## src/rtl/mult_div_unit.sv

```systemverilog
// Iterative signed multiply/divide unit: radix-2 Booth multiply and restoring
// divide, one bit per clock, with a sign-fix cycle before results are published.
module mult_div_unit #(
    parameter int WIDTH = 32
) (
    input  logic             clk,
    input  logic             reset,
    input  logic             start,
    input  logic             op,
    input  logic [WIDTH-1:0] a_in,
    input  logic [WIDTH-1:0] b_in,
    output logic [WIDTH-1:0] hi_out,
    output logic [WIDTH-1:0] lo_out,
    output logic             busy,
    output logic             done,
    output logic             div_zero
);
    localparam int CW = $clog2(WIDTH + 1);

    typedef enum logic [1:0] {S_IDLE, S_CALC, S_FIX} state_t;

    state_t           r_state, w_next;
    logic             r_op, r_a_neg, r_b_neg;
    logic [WIDTH-1:0] r_m;
    logic [2*WIDTH:0] r_acc;
    logic [CW-1:0]    r_cnt;
    logic             w_load, w_iter, w_fix, w_dz;

    always_ff @(posedge clk or negedge reset) begin
        if (!reset) r_state <= S_IDLE;
        else        r_state <= w_next;
    end

    always_comb begin
        w_next = r_state;
        case (r_state)
            S_IDLE: if (start) w_next = (op && b_in == '0) ? S_FIX : S_CALC;
            S_CALC: if (r_cnt == CW'(WIDTH - 1)) w_next = S_FIX;
            S_FIX:  w_next = S_IDLE;
            default: w_next = S_IDLE;
        endcase
    end

    always_comb begin
        w_load = (r_state == S_IDLE) && start;
        w_iter = (r_state == S_CALC);
        w_fix  = (r_state == S_FIX);
        w_dz   = w_load && op && (b_in == '0);
    end

    logic [WIDTH-1:0] w_a_abs, w_b_abs;
    assign w_a_abs = a_in[WIDTH-1] ? -a_in : a_in;
    assign w_b_abs = b_in[WIDTH-1] ? -b_in : b_in;

    // Booth step: add in WIDTH+1 bits so M = INT_MIN cannot overflow before the shift
    logic [WIDTH:0]   w_bsum;
    logic [2*WIDTH:0] w_booth_nx;
    always_comb begin
        case (r_acc[1:0])
            2'b01:   w_bsum = {r_acc[2*WIDTH], r_acc[2*WIDTH:WIDTH+1]} + {r_m[WIDTH-1], r_m};
            2'b10:   w_bsum = {r_acc[2*WIDTH], r_acc[2*WIDTH:WIDTH+1]} - {r_m[WIDTH-1], r_m};
            default: w_bsum = {r_acc[2*WIDTH], r_acc[2*WIDTH:WIDTH+1]};
        endcase
    end
    assign w_booth_nx = {w_bsum, r_acc[WIDTH:1]};

    // Restoring divide: remainder in r_acc[2W:W], quotient shifts in at r_acc[W-1:0]
    logic [WIDTH:0]   w_shift;
    logic [WIDTH+1:0] w_diff;
    logic [2*WIDTH:0] w_div_nx;
    assign w_shift  = {r_acc[2*WIDTH-1:WIDTH], r_acc[WIDTH-1]};
    assign w_diff   = {1'b0, w_shift} - {2'b00, r_m};
    assign w_div_nx = w_diff[WIDTH+1] ? {w_shift, r_acc[WIDTH-2:0], 1'b0}
                                      : {w_diff[WIDTH:0], r_acc[WIDTH-2:0], 1'b1};

    logic [WIDTH-1:0] w_q, w_r, w_q_fix, w_r_fix;
    assign w_q     = r_acc[WIDTH-1:0];
    assign w_r     = r_acc[2*WIDTH-1:WIDTH];
    assign w_q_fix = (r_a_neg ^ r_b_neg) ? -w_q : w_q;
    assign w_r_fix = r_a_neg ? -w_r : w_r;

    always_ff @(posedge clk or negedge reset) begin
        if (!reset) begin
            r_op     <= 1'b0;
            r_a_neg  <= 1'b0;
            r_b_neg  <= 1'b0;
            r_m      <= '0;
            r_acc    <= '0;
            r_cnt    <= '0;
            hi_out   <= '0;
            lo_out   <= '0;
            busy     <= 1'b0;
            done     <= 1'b0;
            div_zero <= 1'b0;
        end else begin
            done <= w_fix;
            if (w_load) begin
                r_op     <= op;
                r_a_neg  <= a_in[WIDTH-1];
                r_b_neg  <= b_in[WIDTH-1];
                r_cnt    <= '0;
                busy     <= 1'b1;
                div_zero <= w_dz;
                if (op) begin
                    r_m   <= w_b_abs;
                    r_acc <= {{(WIDTH+1){1'b0}}, w_a_abs};
                end else begin
                    r_m   <= a_in;
                    r_acc <= {{WIDTH{1'b0}}, b_in, 1'b0};
                end
            end else if (w_iter) begin
                r_acc <= r_op ? w_div_nx : w_booth_nx;
                r_cnt <= r_cnt + 1'b1;
            end else if (w_fix) begin
                busy <= 1'b0;
                if (!div_zero) begin
                    if (r_op) begin
                        hi_out <= w_r_fix;
                        lo_out <= w_q_fix;
                    end else begin
                        hi_out <= r_acc[2*WIDTH:WIDTH+1];
                        lo_out <= r_acc[WIDTH:1];
                    end
                end
            end
        end
    end
endmodule

```

## config.mk

```make
export PLATFORM = sky130hd
export DESIGN_NAME = mult_div_unit
export DESIGN_NICKNAME = d
export VERILOG_FILES = /design/src/rtl/mult_div_unit.sv
export SDC_FILE = /design/constraint.sdc
export NUM_CORES = 1
export LEC_CHECK = 0
export ABC_AREA = 1
export CAP_MARGIN = 20
export CELL_PAD_IN_SITES_DETAIL_PLACEMENT = 2
export CELL_PAD_IN_SITES_GLOBAL_PLACEMENT = 2
export CORE_ASPECT_RATIO = 1.1
export CORE_MARGIN = 2
export CORE_UTILIZATION = 35
export DETAILED_ROUTE_END_ITERATION = 6
export DONT_BUFFER_PORTS = 1
export PLACE_DENSITY_LB_ADDON = 0.1
export SLEW_MARGIN = 0
export SYNTH_ARGS = -nofsm -noshare
export SYNTH_HDL_FRONTEND = slang
export SYNTH_SLANG_ARGS = --single-unit
```

## constraint.sdc

```tcl
create_clock -name clk -period 3.8 [get_ports clk]
set_clock_uncertainty 0.2 [all_clocks]
set_input_delay 0.76 -clock clk [delete_from_list [all_inputs] [get_ports clk]]
set_output_delay 0.76 -clock clk [all_outputs]
set_load 0.02 [all_outputs]
```

==> results of run 1 <==
[area by class of cell]
class | count | area [sq um] | share of cell area
Multi-Input combinational cell | 2398 | 12900 | 0.598
Antenna cell | 1 | 2.50 | 0.000116
Sequential cell | 175 | 4390 | 0.204
Clock buffer | 18 | 429 | 0.0200
Timing Repair Buffer | 144 | 1140 | 0.0529
Clock inverter | 14 | 166 | 0.00774
Inverter | 449 | 1690 | 0.0784
Tap cell | 675 | 845 | 0.0393
[sequential cells by signal, summed over array words and instances (netlist names)]
signal    flops
r_op          1
done          1
r_acc        65
r_m          32
r_state       2
lo_out       32
busy          1
r_cnt         6
r_a_neg       1
r_b_neg       1
hi_out       32
div_zero      1
[kinds of logic (layout without fill, tap and decap cells)]
| group | after synthesis | in the layout |
|---|---|---|
| simple gates | 1638 | 1638 |
| compound gates | 598 | 598 |
| buf+inv | 557 | 625 |
| flops | 175 | 175 |
| xor+xnor | 88 | 88 |
| fa+ha+maj | 73 | 73 |
| mux | 1 | 1 |
| other cells | 0 | 1 |
[synthesized netlist by cell type (5+ instances only)]
master | n | area [sq um]
nand2_1 | 874 | 3280
inv_1 | 438 | 1640
nor2_1 | 358 | 1340
nand3_1 | 256 | 1280
a21oi_1 | 234 | 1170
o21ai_0 | 202 | 1010
dfrtp_1 | 175 | 4380
ha_1 | 71 | 888
xor2_1 | 71 | 622
clkbuf_1 | 70 | 263
nor3_1 | 43 | 215
nand4_1 | 42 | 263
o211ai_1 | 28 | 210
a21boi_1 | 25 | 188
a2bb2oi_1 | 21 | 184
buf_1 | 18 | 67.6
xnor2_1 | 17 | 149
o221ai_1 | 16 | 140
o21ai_1 | 15 | 75.1
buf_2 | 14 | 70.1
or2_2 | 14 | 87.6
nor4_1 | 12 | 75.1
a31oi_1 | 11 | 68.8
nor2_2 | 9 | 56.3
o21bai_1 | 9 | 67.6
inv_2 | 7 | 26.3
a211oi_1 | 6 | 45.0
a22oi_1 | 5 | 37.5
nand3b_1 | 5 | 37.5
nor2_4 | 5 | 56.3
[per-stage QoR]
step	std cells	util	TNS (ps)	hold WS, ps
after global placement	3814	0.378	-1070	271
after CTS	3856	0.395	-54.5	-270
after floorplan	3130	-	0	264
final	3874	0.410	-25.3	-245
after detailed placement	3814	0.378	-4340	273
after global routing	3873	0.410	-1740	-264
[placed cells by master (no fill, tap or decap), types with 19 or more instances in the layout]
| cell | synthesis | layout |
|---|---|---|
| a21boi_1 | 25 | 23 |
| a21oi_1 | 234 | 209 |
| a21oi_2 | 3 | 27 |
| a2bb2oi_1 | 21 | 21 |
| buf_4 | 4 | 136 |
| dfrtp_1 | 175 | 172 |
| ha_1 | 71 | 53 |
| inv_1 | 438 | 427 |
| inv_2 | 7 | 19 |
| nand2_1 | 874 | 834 |
| nand2_2 | 4 | 38 |
| nand3_1 | 256 | 243 |
| nand4_1 | 42 | 42 |
| nor2_1 | 358 | 326 |
| nor2_2 | 9 | 27 |
| nor2_4 | 5 | 19 |
| nor3_1 | 43 | 37 |
| o211ai_1 | 28 | 28 |
| o21ai_0 | 202 | 197 |
| o21ai_1 | 15 | 19 |
| xor2_1 | 71 | 60 |
[layer usage]
metal | up-vias | global-route usage | part of all wire
met3 | 266 | 0.0521 | 0.037
li1 | 10253 | - | -
met2 | 544 | 0.675 | 0.51
met1 | 11356 | 0.394 | 0.38
met4 | 2 | 0.247 | 0.078
met5 | - | 0 | 0.00011
[worst register-to-register path, stage by stage (launching register included)]
cell	delay, ps
dfrtp_2	470
nor2_4	160
nand3_2	110
nor4_4	280
nand2_2	130
nor2_2	170
nand3_2	140
o21ai_1	180
xor2_1	150
inv_1	110
ha_4	300
nand2_1	110
buf_4	160
nor2_2	180
nand2_2	130
nor2_1	160
nand2_2	140
nand3_1	110
nand3_1	70
nand2_1	90
nand2_1	60
nand2_1	60
nand2_1	50
[repair_timing]
item / CTS / global route
buffers inserted: 10 / 17
pin swaps: 14 / 57
hold endpoints to repair: 175 / 175
gates resized for setup: 48 / 161
endpoints found under the setup margin: 18 / 24
[worst max-delay path by stage]
| stage | from | to | slack, ps | cells after the start |
|---|---|---|---|---|
| finish | r_m[9] | r_acc[61] | -30 | 22 |
| global route | r_m[9] | r_acc[58] | -170 | 23 |
| CTS | r_m[9] | r_acc[59] | -30 | 20 |
| detailed placement | r_m[1] | r_acc[59] | -630 | 23 |
| global placement | r_m[1] | r_acc[59] | -360 | 23 |
| floorplan | r_acc[0] | r_acc[63] | 600 | 23 |
==> metrics.cfg, run 1 <==
[outcome]
outcome = complete, but fails checks
violations = hold timing, setup timing

[cts]
cts_sinks = 175
cts.clk_slew.worst_paths_ps = 90
cts_root_buffer = clkbuf_16
numCtsBuffers = 17
htreeDepth = 4
cts_tree = built
clock_latency_ps = 510
cts_buffer_depth = 2

[sta]
setup-violations-final = 1
period_minus_slack_ps = 3830
slew_headroom = 0.319
finalWorstSetupSlack_ps = -25.3
fin_crit_sh = 1.01
worstMarginPinSlew_ps = 1020
rsz0062_at_grt = true
fmax_mhz = 261
hold_slack_ps = -245
slew_viol_final = 0
finalHoldViolations = 175

[worst_setup_path]
cp_slowest_cell = dfrtp_2
max_stage_delay_ps = 470
worstReg2RegEnd = r_acc[61]
reg2reg_slack_ps = -30
rr_worst_depth = 22
cp.required_ps = 3990
rr_startpoint = r_m[9]
worstPathMaxFanout = 4
critical_path_buf_inv_count = 2
startpoint_type = register
path_cells = nor2_4 > nand3_2 > nor4_4 > nand2_2 > nor2_2 > nand3_2 > o21ai_1 > xor2_1 > inv_1 > ha_4 > nand2_1 > buf_4 > nor2_2 > nand2_2 > nor2_1 > nand2_2 > nand3_1 > nand3_1 > nand2_1 > nand2_1 > nand2_1 > nand2_1
worstSetupPathType = register to register
path_delay_family = simple AND/OR/NAND/NOR gates
crit_path_end_kind = register
worst_ep_arrival_time_ps = 4010
cp_common_cell = nand2_1

[drt]
firstDrtPassIters = 5
viasPerCell = 5.79
drc = 0
dr.first_iter.drc_count = 1192
drtAntennaViolNets = 0
wirelength_mm = 104
num_vias = 22421
wire_per_inst_um = 26.7

[floorplanning]
core_sq_um = 52400
dieArea_sq_um = 54700
pin_count = 135
start_util = 0.353
dieWidth_um = 223
core.rowCount = 88
die_y_um = 245

[finish]
drive_above_1_share = 0.124
finalInstanceArea_sq_um = 21500
area_growth_pct = 16.2
fillers = 6580
num-nets-final = 3326

[global_routing]
grt_pass1_vias = 24478
grtUsageTotal = 0.369
grt_start_max_net_pins = 176
grt_overflow = 0
grt_pass1_wl_mm = 151
antenna_found_initial = 1

[synth]
synth_top_flop_cell = dfrtp_1
synth_simple_gate_area_frac = 0.372
synth_warnings = 0
syn_area_per_cell_sq_um = 5.91
async_flop_share = 1.00
synth_top_family_by_area = simple AND/OR/NAND/NOR gates
synthAdderAreaFrac = 0.0502
synth_compound_area_frac = 0.184
synth_xor_area_frac = 0.0416
synth_area_sq_um = 18500
ys_seq_area_frac = 0.237
synth_nets = 3271
synthMuxAreaShare = 0.000608
synth.distinct_cells = 57
synth_edf_count = 0
synth-seq-cells = 175
netlist_instances = 3130

[placed_design]
dpl-instance-area_sq_um = 19800
io_buffers = 0
place_hpwl_mm = 81.7
preCtsSetupSlack_ps = -625
gp_congestion = 0.996

[worst_hold_path]
hold_class = primary input to async pin

[run]
cap_violations = 0

Power of run 1 is not shown: default switching activity piles up to over one toggle a cycle in this logic, so the estimate is an artifact.
==> run 2, diff against run 1 <==
Settings changed: CTS_BUF_LIST set to sky130_fd_sc_hd__clkbuf_16.
==> run 2 against run 1 <==
Compared with the run above: the flow still finishes with violations (hold timing, setup timing); fmax barely moved; final cell count did not move; worst setup slack worse by 1.1 ps; core utilization unchanged; first-iteration DRC count increased by 1.3%; worst hold slack about the same; clock-buffer cell count shrank 1; critical path depth did not move; largest cell class unchanged.
==> metrics.cfg, run 2 (synthesis gave the netlist of run 1 again) <==
[sta]
rsz0062_at_grt = true
period_minus_slack_ps = 3830  ; +1.14 ps
finalWorstSetupSlack_ps = -26.4  ; -1.14 ps
slew_viol_final = 0  ; unchanged
slew_headroom = 0.319  ; about the same
finalHoldViolations = 175  ; unchanged
worstMarginPinSlew_ps = 1020  ; +0.0612 ps
setup-violations-final = 1  ; unchanged
hold_slack_ps = -245  ; -0.145 ps
fin_crit_sh = 1.01  ; about the same
fmax_mhz = 261  ; about the same
tns_ps = -26.4  ; -1.14 ps

[worst_setup_path]
reg2reg_slack_ps = -30  ; about the same
path_delay_family = simple AND/OR/NAND/NOR gates
max_stage_delay_ps = 470  ; about the same
cp_common_cell = nand2_1
startpoint_type = register
critical_path_buf_inv_count = 2  ; unchanged
path_cells = nor2_4 > nand3_2 > nor4_4 > nand2_2 > nor2_2 > nand3_2 > o21ai_1 > xor2_1 > inv_1 > ha_4 > nand2_1 > buf_4 > nor2_2 > nand2_2 > nor2_1 > nand2_2 > nand3_1 > nand3_1 > nand2_1 > nand2_1 > nand2_1 > nand2_1
cp_slowest_cell = dfrtp_2
cp.required_ps = 3990  ; about the same
crit_path_end_kind = register
worstPathMaxFanout = 4  ; unchanged
worstSetupPathType = register to register
worst_ep_arrival_time_ps = 4020  ; about the same

[cts]
clock_latency_ps = 510  ; about the same
cts_root_buffer = clkbuf_16
cts.clk_slew.worst_paths_ps = 90  ; about the same
cts_buffer_depth = 2  ; unchanged
htreeDepth = 4  ; unchanged
cts_tree = built
cts_sinks = 175  ; unchanged
numCtsBuffers = 17  ; unchanged

[drt]
drc = 0  ; unchanged
num_vias = 22416  ; -0.022%
drtAntennaViolNets = 0  ; unchanged
wirelength_mm = 104  ; about the same
viasPerCell = 5.79  ; about the same
wire_per_inst_um = 26.7  ; about the same
dr.first_iter.drc_count = 1207  ; +1.3%
firstDrtPassIters = 5  ; unchanged

[global_routing]
grt_pass1_wl_mm = 151  ; unchanged
antenna_found_initial = 1  ; unchanged
grt_start_max_net_pins = 176  ; unchanged
grt_pass1_vias = 24478  ; unchanged
grtUsageTotal = 0.369  ; unchanged
grt_overflow = 0  ; unchanged

[outcome]
outcome = complete, but fails checks
violations = hold timing, setup timing

[floorplanning]
core_sq_um = 52400  ; unchanged
pin_count = 135  ; unchanged
die_y_um = 245  ; unchanged
start_util = 0.353  ; unchanged
core.rowCount = 88  ; unchanged
dieWidth_um = 223  ; unchanged
dieArea_sq_um = 54700  ; unchanged

[run]
cap_violations = 0  ; unchanged

[placed_design]
io_buffers = 0  ; unchanged
place_hpwl_mm = 81.7  ; unchanged
gp_congestion = 0.996  ; unchanged

[finish]
final_common_cell = nand2_1
fillers = 6580  ; unchanged
top_register = r_acc
num-nets-final = 3326  ; unchanged
largest_reg_flops = 65  ; unchanged
area_growth_pct = 16.2  ; unchanged
final_cell_mix = 834 x nand2_1, 428 x inv_1, 326 x nor2_1
drive_above_1_share = 0.124  ; unchanged

[worst_hold_path]
hold_class = primary input to async pin

-- run 2: cell count changes in the layout (fill, tap and decap cells not counted) --
cell      previous run  this run
clkbuf_1             1         0
inv_1              427       428
-- run 2: timing repair --
item / in CTS / in global routing
hold endpoints to repair: 175 / 175
setup buffers: 10 / 17
gates resized for setup: 48 / 161
pin swaps: 14 / 57
setup endpoints to repair: 18 / 24
-- run 2: through the flow --
step / worst slack [ps] / utilization / instance area, sq um / cells / hold WS [ps]
4_1_cts: -34.8 / 0.395 / 20700 / 3856 / -270
2_1_floorplan: 604 / - / 18500 / 3130 / 264
6_report: -26.4 / 0.410 / 21500 / 3874 / -245
5_1_grt: -167 / 0.410 / 21500 / 3873 / -264
3_3_place_gp: -359 / 0.378 / 19800 / 3814 / 271
3_5_place_dp: -625 / 0.378 / 19800 / 3814 / 273
-- run 2: routing by layer --
metal  wire, um  vias up  GRT usage
met5         11        -          0
met4       8060        2      0.247
met3       3860      266     0.0521
met2      52600      544      0.675
met1      39000    11352      0.394
li1           -    10252          -
-- run 2: final cells by class --
class	instances	area, sq um	area share
Timing Repair Buffer	144	1140	0.0529
Sequential cell	175	4390	0.204
Clock buffer	17	425	0.0198
Antenna cell	1	2.50	0.000116
Clock inverter	15	170	0.00791
Inverter	449	1690	0.0784
Multi-Input combinational cell	2398	12900	0.598
Tap cell	675	845	0.0393
-- run 2: worst reg2reg max path, cell delays in order (launching register included) --
cell and delay, ps:
dfrtp_2 470, nor2_4 160, nand3_2 110, nor4_4 280, nand2_2 130, nor2_2 170
nand3_2 140, o21ai_1 180, xor2_1 150, inv_1 110, ha_4 300, nand2_1 110
buf_4 160, nor2_2 180, nand2_2 130, nor2_1 160, nand2_2 140, nand3_1 110
nand3_1 70, nand2_1 90, nand2_1 60, nand2_1 60, nand2_1 50
-- run 2: path summary, 6_finish.rpt --
| path | end | from | cells past startpoint |
|---|---|---|---|
| setup / recovery | r_acc[61] | r_m[9] | 22 |
| hold / removal | r_acc[63] | reset | 0 |
| setup reg to reg | r_acc[61] | r_m[9] | 22 |
| hold reg to reg | r_state[1] | r_state[1] | 1 |
| max in group asynchronous | r_acc[4] | reset | 0 |
| min in group clk | r_state[0] | start | 2 |
Power of run 2 is left out for the same reason.
==> run 3, diff against run 2 <==
Settings changed: ABC_AREA 1 to not set, CORE_UTILIZATION 35 to 39.
Clock period 3.8 ns to 4.3 ns, I/O delays scaled along.
==> run 3 against run 2 <==
Compared with the run above: the flow finishes with violations (hold timing); global-route usage decreased by 3.5 points; clock-buffer cell count unchanged; synthesized cell count decreased by 33%; area after synthesis decreased by 13%; fmax decreased by 7.1%; register-to-register slack improved by 210 ps; via count decreased by 26%; final cell count decreased by 33%; critical path type unchanged; highest routed layer is now met4.
==> metrics.cfg, run 3 <==
[synth]
synth_area_sq_um = 16100  ; -13%
ys_seq_area_frac = 0.273  ; +0.0360
netlist_instances = 2107  ; -33%
synth_xor_area_frac = 0.106  ; +0.0647
synth.area.top_cells = dfrtp_1 27%, o21ai_0 7.8%, nand2_1 6.7%, xor2_1 6.1%, ha_1 5.5%
synth_edf_count = 0  ; unchanged
synth_top_flop_cell = dfrtp_1
post-synth-top-area-cell = dfrtp_1
synthMuxAreaShare = 0.0304  ; +0.0298
synth_top_family_by_area = compound AO/OA/AOI/OAI gates
synth_simple_gate_area_frac = 0.193  ; -0.178
syn_area_per_cell_sq_um = 7.63  ; +29%
synth-seq-cells = 175  ; unchanged
async_flop_share = 1.00  ; unchanged
synthAdderAreaFrac = 0.0578  ; +0.00763
synth_warnings = 0  ; unchanged
synth.distinct_cells = 74  ; +30%
synth_nets = 2248  ; -31%
synth_compound_area_frac = 0.290  ; +0.106
synth_most_common_cell = nand2_1
synthTopCellsByCount = 288 x nand2_1, 251 x o21ai_0, 175 x dfrtp_1
yosysTopAreaCellShare = 0.273  ; +0.0360

[sta]
fmax_mhz = 243  ; -7.1%
slew_headroom = 0.291  ; -0.0271
finalWorstSetupSlack_ps = 181  ; +207 ps
setup-violations-final = 0  ; -1
fin_crit_sh = 0.958  ; -0.0490
finalHoldViolations = 175  ; unchanged
period_minus_slack_ps = 4120  ; +293 ps
slew_viol_final = 0  ; unchanged
worstMarginPinSlew_ps = 1060  ; +37.0 ps
hold_slack_ps = -110  ; +135 ps

[cts]
numCtsBuffers = 17  ; unchanged
htreeDepth = 4  ; unchanged
cts_sinks = 175  ; unchanged
cts_root_buffer = clkbuf_16
clock_latency_ps = 460  ; -50 ps
cts_tree = built
cts_buffer_depth = 2  ; unchanged
cts.clk_slew.worst_paths_ps = 80  ; about the same

[floorplanning]
core_sq_um = 40500  ; -23%
pin_count = 135  ; unchanged
dieArea_sq_um = 42800  ; -22%
start_util = 0.397  ; +0.0439
dieWidth_um = 198  ; -12%
core.rowCount = 77  ; -13%
die_y_um = 217  ; -12%

[worst_setup_path]
cp-startpoint = r_m[0]
crit_path_end_kind = register
cp_slowest_cell = or3b_2
worst_ep_arrival_time_ps = 4240  ; +220 ps
cp_num_cells = 15  ; -32%
reg2reg_slack_ps = 180  ; +210 ps
startpoint_type = register
endpoint = r_acc[53]
cp.required_ps = 4420  ; +430 ps
worstSetupPathType = register to register
rr_startpoint = r_m[0]
worstReg2RegEnd = r_acc[53]
critical_path_buf_inv_count = 1  ; -1
path_cells = inv_1 > ha_1 > nor2b_2 > and2_4 > a41oi_1 > xnor2_1 > ha_2 > a21oi_4 > o22a_1 > nand2b_1 > o21ai_0 > or3b_2 > xor2_1 > a221oi_2 > a21oi_1
path_delay_family = compound AO/OA/AOI/OAI gates
max_stage_delay_ps = 550  ; +80 ps
worstPathMaxFanout = 6  ; +2
rr_worst_depth = 15  ; -32%

[drt]
wire_per_inst_um = 27.6  ; +3.2%
wirelength_mm = 71.7  ; -31%
drc = 0  ; unchanged
drtAntennaViolNets = 0  ; unchanged
viasPerCell = 6.41  ; +11%
firstDrtPassIters = 4  ; -1
num_vias = 16646  ; -26%
dr.first_iter.drc_count = 1182  ; -2.1%

[finish]
final_cell_mix = 288 x nand2_1, 246 x o21ai_0, 173 x dfrtp_1
largest_reg_flops = 65  ; unchanged
utilization = 0.434  ; +0.0238
num-nets-final = 2213  ; -33%
top_register = r_acc
area_growth_pct = 9.34
antennaDiodeCount = 0  ; -1
drive_above_1_share = 0.0830  ; -0.0415
fillers = 4725  ; -28%
final_common_cell = nand2_1

[global_routing]
antenna_found_initial = 1  ; unchanged
grt_overflow = 0  ; unchanged
grt_pass1_vias = 17196  ; -30%
grt_start_max_net_pins = 176  ; unchanged
grt_pass1_wl_mm = 108  ; -28%
grtUsageTotal = 0.334  ; -0.0346

[run]
cap_violations = 0  ; unchanged

[outcome]
violations = hold timing
outcome = complete, but fails checks

[placed_design]
gp_congestion = 0.956  ; -4.1%
preCtsSetupSlack_ps = -13.4  ; +612 ps
io_buffers = 0  ; unchanged
place_hpwl_mm = 56.0  ; -31%

[worst_hold_path]
hold_class = primary input to async pin

## run 3: changes by cell type in the layout (fill, tap and decap cells not counted), sizes merged, moves of 41 or more
cell   before  now
a21oi     237  172
buf       144   95
inv       454   68
mux2i       0   41
nand2     879  288
nand3     257   32
nor2      372  121
xnor2      17   83
xor2       71  112
## run 3: how the worst min path moves through the flow
stage	depth (start not counted)	slack (ps)	start	endpoint
finish	0	-110	reset	r_acc[63]
global route	0	-120	reset	r_acc[59]
CTS	0	-120	reset	r_acc[63]
detailed placement	1	290	r_cnt[5]	r_cnt[5]
global placement	1	270	r_cnt[5]	r_cnt[5]
floorplan	1	250	r_cnt[5]	r_cnt[5]
## run 3: stage by stage
step                      area, sq um  hold WS, ps  instances  setup TNS, ps
after floorplan                 16100          254       2107              0
after global placement          16900          272       2565              0
after detailed placement        16900          286       2565          -13.4
after CTS                       17400         -120       2597              0
after global routing            17600         -117       2598           -105
final                           17600         -110       2598              0
## run 3: worst reg2reg max path: cells and delay by family (launching register included)
family | cells | cell delay (ps)
AO/OA/AOI/OAI | 6 | 1240
AND/OR/NAND/NOR | 4 | 980
adder cells (fa/ha/maj) | 2 | 640
flip-flops | 1 | 470
XOR/XNOR | 2 | 380
buffers and inverters | 1 | 80
## run 3: what timing repair did
item	in CTS	in global routing
setup endpoints to repair	2	15
hold endpoints to repair	175	175
setup buffers	0	1
gates resized for setup	3	31
pin swaps	0	2
## run 3: routing by layer
layer / up-vias / part of all wire / global-route usage
met1: 8573 / 0.48 / 0.493
li1: 7592 / - / -
met5: - / 0 / 0
met4: 0 / 0.020 / 0.0845
met2: 422 / 0.44 / 0.507
met3: 59 / 0.059 / 0.0508
## run 3: cell families (layout without fill, tap and decap cells)
kind of cell	count (synthesis)	after routing
fa+ha+maj	73	73
flops	175	175
xor+xnor	195	195
simple gates	659	659
mux	48	48
compound gates	745	745
buf+inv	212	190
## run 3: area by class of cell
type,instances,area [sq um],share of cell area
Clock inverter,15,98.8,0.00563
Sequential cell,175,4380,0.250
Tap cell,513,642,0.0365
Clock buffer,17,425,0.0242
Inverter,63,236,0.0135
Multi-Input combinational cell,1720,11000,0.628
Timing Repair Buffer,95,742,0.0422
Power of run 3 is left out for the same reason.
